$ cat config.mk
export PLATFORM = sky130hd
export DESIGN_NAME = fft_frame_serializer_flat
export DESIGN_NICKNAME = d
export VERILOG_FILES = /design/src/rtl/fft_frame_serializer_pkg.sv /design/src/rtl/fft_frame_serializer_if.sv /design/src/rtl/fft_frame_serializer_sync_fifo.sv /design/src/rtl/fft_frame_serializer.sv /design/src/flat_wrapper.sv
export SDC_FILE = /design/constraint.sdc
export NUM_CORES = 2
export LEC_CHECK = 0
export ABC_AREA = 1
export CAP_MARGIN = 30
export CORE_ASPECT_RATIO = 1.4
export CORE_UTILIZATION = 30
export CTS_CLUSTER_SIZE = 16
export DETAILED_ROUTE_END_ITERATION = 8
export DONT_BUFFER_PORTS = 1
export PLACE_DENSITY = 0.51
export SLEW_MARGIN = 30
export SYNTH_ARGS = -nofsm -noshare
export SYNTH_HDL_FRONTEND = slang
export SYNTH_SLANG_ARGS = --single-unit
$ cat constraint.sdc
create_clock -name i_clk -period 8.1 [get_ports i_clk]
set_clock_uncertainty 0.1 [all_clocks]
set_input_delay 2.025 -clock i_clk [delete_from_list [all_inputs] [get_ports i_clk]]
set_output_delay 2.025 -clock i_clk [all_outputs]
set_load 0.05 [all_outputs]
$ cat src/rtl/fft_frame_serializer_pkg.sv
// Shared FSM encoding, default framing/command bytes and clog2 helper for the FFT frame serializer.
// Optional trailer build switch used by this block: FFT_SER_CHECKSUM_EN.
package fft_frame_serializer_pkg;

   typedef enum logic [2:0] {
      ST_IDLE    = 3'd0,
      ST_HDR     = 3'd1,
      ST_LOAD    = 3'd2,
      ST_PAYLOAD = 3'd3,
      ST_TRAIL   = 3'd4
   } ser_state_e;

   localparam logic [7:0] DEF_SIG_RUN   = 8'd82;
   localparam logic [7:0] DEF_SIG_STOP  = 8'd83;
   localparam logic [7:0] DEF_SYNC_BYTE = 8'hA5;

   function automatic int clog2(input int n);
      int r;
      r = 0;
      for (int i = 0; i < 31; i++) begin
         if ((1 << i) < n) r = i + 1;
      end
      return r;
   endfunction

endpackage

$ cat src/rtl/fft_frame_serializer_if.sv
// Sample input, command input and byte output bundle of the FFT frame serializer.
// Slave modport is the serializer side, master modport is the producer/transmitter side.
interface fft_frame_serializer_if #(parameter int LENGTH = 32);
   import fft_frame_serializer_pkg::*;

   logic [7:0]          i_rx_byte;
   logic                i_rx_valid;
   logic [2*LENGTH-1:0] i_fft_data;
   logic                i_fft_valid;
   logic                o_fft_ready;
   logic [7:0]          o_tx_byte;
   logic                o_tx_valid;
   logic                i_tx_ready;
   logic                o_running;
   logic                o_frame_start;
   logic                o_frame_done;

   modport slave (
      input  i_rx_byte, i_rx_valid, i_fft_data, i_fft_valid, i_tx_ready,
      output o_fft_ready, o_tx_byte, o_tx_valid, o_running, o_frame_start, o_frame_done
   );

   modport master (
      output i_rx_byte, i_rx_valid, i_fft_data, i_fft_valid, i_tx_ready,
      input  o_fft_ready, o_tx_byte, o_tx_valid, o_running, o_frame_start, o_frame_done
   );

endinterface

$ cat src/rtl/fft_frame_serializer_sync_fifo.sv
// Single-clock show-ahead FIFO with registered read data and a registered write-ready.
// o_data always holds the head entry; a word pushed into an empty FIFO appears the next cycle.
module fft_frame_serializer_sync_fifo
   import fft_frame_serializer_pkg::*;
#(
   parameter int WIDTH = 64,
   parameter int DEPTH = 16
) (
   input  logic             i_clk,
   input  logic             i_rst,
   input  logic             i_push,
   input  logic [WIDTH-1:0] i_data,
   input  logic             i_pop,
   output logic [WIDTH-1:0] o_data,
   output logic             o_full,
   output logic             o_empty,
   output logic             o_wr_ready
);

   localparam int AW = clog2(DEPTH);
   localparam int CW = AW + 1;
   localparam logic [CW-1:0] FULL_CNT = CW'(DEPTH);

   logic [WIDTH-1:0] r_mem [DEPTH];
   logic [AW-1:0]    r_wr_ptr, r_rd_ptr, w_rd_nxt;
   logic [CW-1:0]    r_count, w_count_nxt;
   logic [WIDTH-1:0] r_data;
   logic             r_full, r_empty, r_wr_ready;
   logic             w_pop;

   assign w_pop    = i_pop && !r_empty;
   assign w_rd_nxt = w_pop ? r_rd_ptr + AW'(1) : r_rd_ptr;

   always_comb begin
      w_count_nxt = r_count;
      if (i_push && !w_pop)      w_count_nxt = r_count + CW'(1);
      else if (!i_push && w_pop) w_count_nxt = r_count - CW'(1);
   end

   always_ff @(posedge i_clk) begin
      if (i_push) r_mem[r_wr_ptr] <= i_data;
   end

   // Head register tracks the next read slot; bypass when that slot is being written now.
   always_ff @(posedge i_clk) begin
      if (!i_rst) begin
         r_wr_ptr   <= '0;
         r_rd_ptr   <= '0;
         r_count    <= '0;
         r_data     <= '0;
         r_full     <= 1'b0;
         r_empty    <= 1'b1;
         r_wr_ready <= 1'b0;
      end else begin
         if (i_push) r_wr_ptr <= r_wr_ptr + AW'(1);
         r_rd_ptr   <= w_rd_nxt;
         r_count    <= w_count_nxt;
         r_data     <= (i_push && (w_rd_nxt == r_wr_ptr)) ? i_data : r_mem[w_rd_nxt];
         r_full     <= (w_count_nxt == FULL_CNT);
         r_empty    <= (w_count_nxt == '0);
         r_wr_ready <= (w_count_nxt != FULL_CNT);
      end
   end

   assign o_data     = r_data;
   assign o_full     = r_full;
   assign o_empty    = r_empty;
   assign o_wr_ready = r_wr_ready;

endmodule

$ cat src/rtl/fft_frame_serializer.sv
// Buffers complex FFT words and sends them as SYNC + FRAME_LEN words (+ XOR checksum byte when
// FFT_SER_CHECKSUM_EN is defined) to a byte transmitter; RX command bytes start/stop framing.
module fft_frame_serializer
   import fft_frame_serializer_pkg::*;
#(
   parameter int         LENGTH     = 32,
   parameter int         FRAME_LEN  = 256,
   parameter int         FIFO_DEPTH = 16,
   parameter logic [7:0] SIG_RUN    = DEF_SIG_RUN,
   parameter logic [7:0] SIG_STOP   = DEF_SIG_STOP,
   parameter logic [7:0] SYNC_BYTE  = DEF_SYNC_BYTE
) (
   input  logic                  i_clk,
   input  logic                  i_rst,
   fft_frame_serializer_if.slave bus
);

   localparam int W   = 2 * LENGTH;
   localparam int BPW = W / 8;
   localparam int WCW = clog2(FRAME_LEN + 1);
   localparam int BCW = (clog2(BPW) > 0) ? clog2(BPW) : 1;

   ser_state_e     r_state;
   logic           r_running;
   logic [7:0]     r_tx_byte;
   logic           r_tx_valid;
   logic [W-1:0]   r_sreg;
   logic [WCW-1:0] r_word_cnt;
   logic [BCW-1:0] r_byte_cnt;
`ifdef FFT_SER_CHECKSUM_EN
   logic [7:0]     r_cks;
`endif

   logic [W-1:0]   w_fifo_data, w_sreg_shl;
   logic           w_full, w_empty, w_wr_ready;
   logic           w_push, w_pop, w_xfer, w_last_byte, w_last_word;

   assign w_push      = bus.i_fft_valid && w_wr_ready && !w_full;
   assign w_pop       = (r_state == ST_LOAD) && !w_empty;
   assign w_xfer      = r_tx_valid && bus.i_tx_ready;
   assign w_last_byte = (r_byte_cnt == BCW'(BPW - 1));
   assign w_last_word = (r_word_cnt == WCW'(FRAME_LEN - 1));
   assign w_sreg_shl  = r_sreg << 8;

   fft_frame_serializer_sync_fifo #(
      .WIDTH (W),
      .DEPTH (FIFO_DEPTH)
   ) u_fifo (
      .i_clk      (i_clk),
      .i_rst      (i_rst),
      .i_push     (w_push),
      .i_data     (bus.i_fft_data),
      .i_pop      (w_pop),
      .o_data     (w_fifo_data),
      .o_full     (w_full),
      .o_empty    (w_empty),
      .o_wr_ready (w_wr_ready)
   );

   // Run flag follows commands immediately; the FSM only samples it in IDLE, so frames finish.
   always_ff @(posedge i_clk) begin
      if (!i_rst) begin
         r_running <= 1'b0;
      end else if (bus.i_rx_valid) begin
         if (bus.i_rx_byte == SIG_RUN)       r_running <= 1'b1;
         else if (bus.i_rx_byte == SIG_STOP) r_running <= 1'b0;
      end
   end

   always_ff @(posedge i_clk) begin
      if (!i_rst) begin
         r_state    <= ST_IDLE;
         r_tx_byte  <= '0;
         r_tx_valid <= 1'b0;
         r_sreg     <= '0;
         r_word_cnt <= '0;
         r_byte_cnt <= '0;
`ifdef FFT_SER_CHECKSUM_EN
         r_cks      <= '0;
`endif
      end else begin
         case (r_state)
            ST_IDLE: if (r_running && !w_empty) begin
               r_tx_byte  <= SYNC_BYTE;
               r_tx_valid <= 1'b1;
               r_word_cnt <= '0;
`ifdef FFT_SER_CHECKSUM_EN
               r_cks      <= '0;
`endif
               r_state    <= ST_HDR;
            end
            ST_HDR: if (w_xfer) begin
               r_tx_valid <= 1'b0;
               r_state    <= ST_LOAD;
            end
            ST_LOAD: if (!w_empty) begin
               r_sreg     <= w_fifo_data;
               r_tx_byte  <= w_fifo_data[W-1 -: 8];
               r_tx_valid <= 1'b1;
               r_byte_cnt <= '0;
               r_state    <= ST_PAYLOAD;
            end
            ST_PAYLOAD: if (w_xfer) begin
`ifdef FFT_SER_CHECKSUM_EN
               r_cks <= r_cks ^ r_tx_byte;
`endif
               if (w_last_byte) begin
                  r_word_cnt <= r_word_cnt + WCW'(1);
                  if (w_last_word) begin
`ifdef FFT_SER_CHECKSUM_EN
                     r_tx_byte <= r_cks ^ r_tx_byte;
                     r_state   <= ST_TRAIL;
`else
                     r_tx_valid <= 1'b0;
                     r_state    <= ST_IDLE;
`endif
                  end else begin
                     r_tx_valid <= 1'b0;
                     r_state    <= ST_LOAD;
                  end
               end else begin
                  r_sreg     <= w_sreg_shl;
                  r_tx_byte  <= w_sreg_shl[W-1 -: 8];
                  r_byte_cnt <= r_byte_cnt + BCW'(1);
               end
            end
`ifdef FFT_SER_CHECKSUM_EN
            ST_TRAIL: if (w_xfer) begin
               r_tx_valid <= 1'b0;
               r_state    <= ST_IDLE;
            end
`endif
            default: begin
               r_tx_valid <= 1'b0;
               r_state    <= ST_IDLE;
            end
         endcase
      end
   end

   assign bus.o_frame_start = i_rst && w_xfer && (r_state == ST_HDR);
`ifdef FFT_SER_CHECKSUM_EN
   assign bus.o_frame_done  = i_rst && w_xfer && (r_state == ST_TRAIL);
`else
   assign bus.o_frame_done  = i_rst && w_xfer && (r_state == ST_PAYLOAD) && w_last_byte && w_last_word;
`endif

   assign bus.o_fft_ready = w_wr_ready;
   assign bus.o_tx_byte   = r_tx_byte;
   assign bus.o_tx_valid  = r_tx_valid;
   assign bus.o_running   = r_running;

endmodule

$ cat src/flat_wrapper.sv
// flat-port wrapper written by rule: the top's interface ports become plain ports
module fft_frame_serializer_flat import fft_frame_serializer_pkg::*;
#(
   parameter int         LENGTH     = 32,
   parameter int         FRAME_LEN  = 256,
   parameter int         FIFO_DEPTH = 16,
   parameter logic [7:0] SIG_RUN    = DEF_SIG_RUN,
   parameter logic [7:0] SIG_STOP   = DEF_SIG_STOP,
   parameter logic [7:0] SYNC_BYTE  = DEF_SYNC_BYTE
)
  (i_clk, i_rst, bus_i_rx_byte, bus_i_rx_valid, bus_i_fft_data, bus_i_fft_valid, bus_i_tx_ready, bus_o_fft_ready, bus_o_tx_byte, bus_o_tx_valid, bus_o_running, bus_o_frame_start, bus_o_frame_done);
  fft_frame_serializer_if #(.LENGTH(LENGTH)) bus_i ();
  input  logic i_clk;
  input  logic i_rst;
  input wire logic [$bits(bus_i.i_rx_byte)-1:0] bus_i_rx_byte;
  input wire logic [$bits(bus_i.i_rx_valid)-1:0] bus_i_rx_valid;
  input wire logic [$bits(bus_i.i_fft_data)-1:0] bus_i_fft_data;
  input wire logic [$bits(bus_i.i_fft_valid)-1:0] bus_i_fft_valid;
  input wire logic [$bits(bus_i.i_tx_ready)-1:0] bus_i_tx_ready;
  output wire logic [$bits(bus_i.o_fft_ready)-1:0] bus_o_fft_ready;
  output wire logic [$bits(bus_i.o_tx_byte)-1:0] bus_o_tx_byte;
  output wire logic [$bits(bus_i.o_tx_valid)-1:0] bus_o_tx_valid;
  output wire logic [$bits(bus_i.o_running)-1:0] bus_o_running;
  output wire logic [$bits(bus_i.o_frame_start)-1:0] bus_o_frame_start;
  output wire logic [$bits(bus_i.o_frame_done)-1:0] bus_o_frame_done;
  assign bus_i.i_rx_byte = bus_i_rx_byte;
  assign bus_i.i_rx_valid = bus_i_rx_valid;
  assign bus_i.i_fft_data = bus_i_fft_data;
  assign bus_i.i_fft_valid = bus_i_fft_valid;
  assign bus_i.i_tx_ready = bus_i_tx_ready;
  assign bus_o_fft_ready = bus_i.o_fft_ready;
  assign bus_o_tx_byte = bus_i.o_tx_byte;
  assign bus_o_tx_valid = bus_i.o_tx_valid;
  assign bus_o_running = bus_i.o_running;
  assign bus_o_frame_start = bus_i.o_frame_start;
  assign bus_o_frame_done = bus_i.o_frame_done;
  fft_frame_serializer #(.LENGTH(LENGTH), .FRAME_LEN(FRAME_LEN), .FIFO_DEPTH(FIFO_DEPTH), .SIG_RUN(SIG_RUN), .SIG_STOP(SIG_STOP), .SYNC_BYTE(SYNC_BYTE)) u_core (.i_clk(i_clk), .i_rst(i_rst), .bus(bus_i));
endmodule
==> results.py <==
metrics = {
    "setup_path": {
        "crit_buf_inv": 1,
        "critPathTopFamily": "simple AND/OR/NAND/NOR gates",
        "critPathMaxFanout": 2,
        "crit_path_cell_trace": "nand2_1, inv_1, nand2_1, nor3_2",
        "end_kind": "output pin",
        "cpMostUsedCell": "nand2_1",
        "crit_type": "in -> out",
        "crit_arrival_ps": 2920,
        "cp-start-kind": "primary input",
        "cp.required_ps": 5980,
        "cp_slowest_cell": "nor3_2",
        "cpPeakStageDelay_ps": 640,
    },
    "power": {
        "p_per_area_nw_per_um2": 280.4,
        "swShare": 0.3114,
        "vdd_ir_drop_max_mv": 0.1969,
        "comb_power_share": 0.203,
        "internal-power_mw": 10.88,
        "power_frac_seq": 0.456,
        "pwr-share-clk": 0.342,
        "switchingPower_mw": 4.920,
        "cellLeakagePower_nw": 21.62,
        "power_mw": 15.80,
    },
    "sta": {
        "setup_tns_ps": 0,
        "post-route-period-util": 0.6225,
        "slew_headroom": 0.3241,
        "finalMaxSlewViolations": 0,
        "hold_viol_final": 0,
        "rsz0062_at_grt": "no",
        "worst_pin_slew_ps": 1014,
        "setup_viol": 0,
        "fmax_mhz": 198.3,
        "fin_crit_ps": 5043,
        "timing.hold.ws_ps": 359.1,
        "worst_slack_ps": 3057,
    },
    "global_route": {
        "grt_remaining_overflow": 0,
        "antenna_found_initial": 2,
        "gr-usage-all-layers": 0.1663,
        "first_global_vias": 33179,
        "met2_usage": 0.2997,
        "top_usage_layer": "met2",
        "use_met1": 0.1999,
        "use_met3": 0.02470,
        "grt_pass1_wl_um": 213000,
        "grt_max_degree": 195,
    },
    "synth": {
        "ys_warn_count": 0,
        "synth-edff-count": 1024,
        "synthFlopType": "edfxtp_1",
        "synth_area_leader_cell": "edfxtp_1",
        "ys_seq_area_frac": 0.6752,
        "synth_area_leaders": "edfxtp_1, nand3_1, nand2_1, dfxtp_1, inv_1",
        "ys_seq_elements": 1184,
        "syn_nets": 4906,
        "avgSynthCellArea_um2": 10.44,
        "syn_area_um2": 50280,
        "async_reset_ff_frac": 0,
        "ys_types": 37,
        "synth_top_area_frac": 0.6115,
        "syn_inst": 4818,
    },
    "clocking": {
        "cts_resized": 0,
        "numCtsBuffers": 110,
        "cts.sinks": 1184,
        "htree_levels": 3,
        "root_buffer": "clkbuf_16",
        "clkTransAtPathRegs_ps": 60,
        "insertion_delay_ps": 740,
        "cts_max_path_buffers": 3,
        "hold_buffers": 0,
        "post_cts_buffers": 0,
        "cts_tree": "yes",
    },
    "flow_run": {
        "cap_viol_max_count": 0,
    },
    "place": {
        "place_hpwl_um": 71860,
        "pre_cts_slack_ps": 3063,
        "gp_congestion": 0.7500,
        "portBuffers": 0,
    },
    "floorplan": {
        "fp.coreArea_um2": 166300,
        "ios": 90,
        "rows": 177,
        "start_util": 0.3023,
        "die_area_um2": 169300,
        "dieHeight_um": 486.4,
        "die_w_um": 348.0,
    },
    "drt": {
        "drtAntennaViolNets": 0,
        "initialDrtViolationCount": 2526,
        "drt_pass1_iterations": 5,
        "wirelength_um": 142600,
        "viasPerCell": 4.838,
        "vias": 33916,
        "wire_per_inst_um": 20.34,
        "route.detailed.drc": 0,
    },
    "min_path": {
        "hp-class": "reg -> reg",
    },
    "finish": {
        "layout_common_cells": "nand2_1, nand3_1, edfxtp_1",
        "final_common_cell": "nand2_1",
        "num-nets-final": 4763,
        "drive_above_1_share": 0.05826,
        "syn_to_final_growth_pct": 12.09,
    },
    "run_status": {
        "outcome": "complete, no violations",
    },
}
-- metrics by stage --
| step | std cells | instance area [µm²] | util |
|---|---|---|---|
| 2_1_floorplan | 4818 | 50280 | - |
| 3_3_place_gp | 6798 | 52540 | 0.3159 |
| 3_5_place_dp | 6800 | 52610 | 0.3163 |
| 4_1_cts | 7009 | 56350 | 0.3388 |
| 5_1_grt | 7010 | 56360 | 0.3389 |
| 6_report | 7011 | 56360 | 0.3389 |
-- layer usage --
layer | wire, µm | vias to the layer above | part of all wire
met2 | 72270 | 797 | 0.51
met5 | 0 | - | 0
li1 | - | 16120 | -
met1 | 58790 | 16797 | 0.41
met4 | 4286 | 0 | 0.030
met3 | 7272 | 202 | 0.051
-- cell usage after synthesis (2+ instances only) --
| cell | number |
|---|---|
| xnor2_1 | 2 |
| or2_2 | 4 |
| nand4_1 | 5 |
| nand3b_1 | 192 |
| nor4_1 | 2 |
| xor2_1 | 3 |
| inv_1 | 424 |
| buf_1 | 42 |
| nor3_1 | 7 |
| o22ai_1 | 5 |
| a31oi_1 | 52 |
| nand2_1 | 1265 |
| buf_4 | 3 |
| edfxtp_1 | 1024 |
| inv_2 | 5 |
| a211oi_1 | 7 |
| buf_2 | 113 |
| a21oi_1 | 25 |
| nand3_1 | 1047 |
| clkbuf_1 | 162 |
| o21ai_0 | 65 |
| nor2_1 | 178 |
| nand2_2 | 2 |
| dfxtp_1 | 160 |
| ha_1 | 11 |
| nand3_2 | 2 |
-- state kept, by name, indices dropped and copies added, names as in the netlist --
signal	cells
u_core.u_fifo.o_full	1
u_core.u_fifo.o_wr_ready	1
u_core.r_byte_cnt	3
u_core.u_fifo.r_wr_ptr	4
u_core.r_word_cnt	9
u_core.u_fifo.r_rd_ptr	4
u_core.u_fifo.o_empty	1
u_core.r_sreg	56
u_core.u_fifo.r_mem	1024
u_core.bus.o_running	1
u_core.u_fifo.r_count	5
u_core.u_fifo.o_data	64
u_core.bus.o_tx_valid	1
u_core.r_state	2
u_core.bus.o_tx_byte	8
-- power by group through the flow --
stage	combinational, mW	sequential, mW	clock, mW
after CTS	3.24	7.20	5.52
after global placement	3.21	7.34	0
after detailed placement	3.23	7.34	0
final	3.20	7.20	5.40
after global routing	3.60	7.21	5.72
after floorplan	2.27	7.18	0
-- final cells by class --
| class | instances | area (µm²) |
|---|---|---|
| Multi-Input combinational cell | 2884 | 13580 |
| Timing Repair Buffer | 65 | 655.6 |
| Sequential cell | 1184 | 33950 |
| Tap cell | 2237 | 2799 |
| Clock inverter | 59 | 659.4 |
| Fill cell | 16603 | 110000 |
| Antenna cell | 2 | 5.005 |
| Clock buffer | 150 | 3085 |
| Inverter | 430 | 1624 |
-- logic make-up (layout without fill, tap and decap cells) --
logic type,Yosys count,after routing,synth area share
compound gates,161,161,0.01822
xor+xnor,5,5,0.0008711
fa+ha+maj,11,11,0.002737
buf+inv,750,704,0.05902
flops,1184,1184,0.6752
other cells,0,2,0
simple gates,2707,2707,0.2439
-- worst reg2reg max path: stages (launching register included) --
cell	delay [ps]
dfxtp_1	400
inv_2	110
nand3_4	200
nand2_8	520
nand2_8	750
buf_4	800
buf_4	750
nand2_1	170
nand3_1	120
nand3_1	90
nand3_1	140
nand3_1	100
nand2_1	90
inv_1	40
-- final timing paths --
check / start / to / slack (ps) / cells past startpoint
worst max-delay path: bus_i_tx_ready / bus_o_frame_start / 3060 / 4
worst min-delay path: u_core.u_fifo.o_data[31]$_SDFF_PN0_ / u_core.r_sreg[31]$_SDFFE_PN0P_ / 360 / 2
worst max register to register: u_core.r_state[0]$_SDFFE_PN0P_ / u_core.u_fifo.o_data[33]$_SDFF_PN0_ / 3620 / 13
worst min register to register: u_core.u_fifo.o_data[31]$_SDFF_PN0_ / u_core.r_sreg[31]$_SDFFE_PN0P_ / 360 / 2
Power figures use the tool's default switching activity.
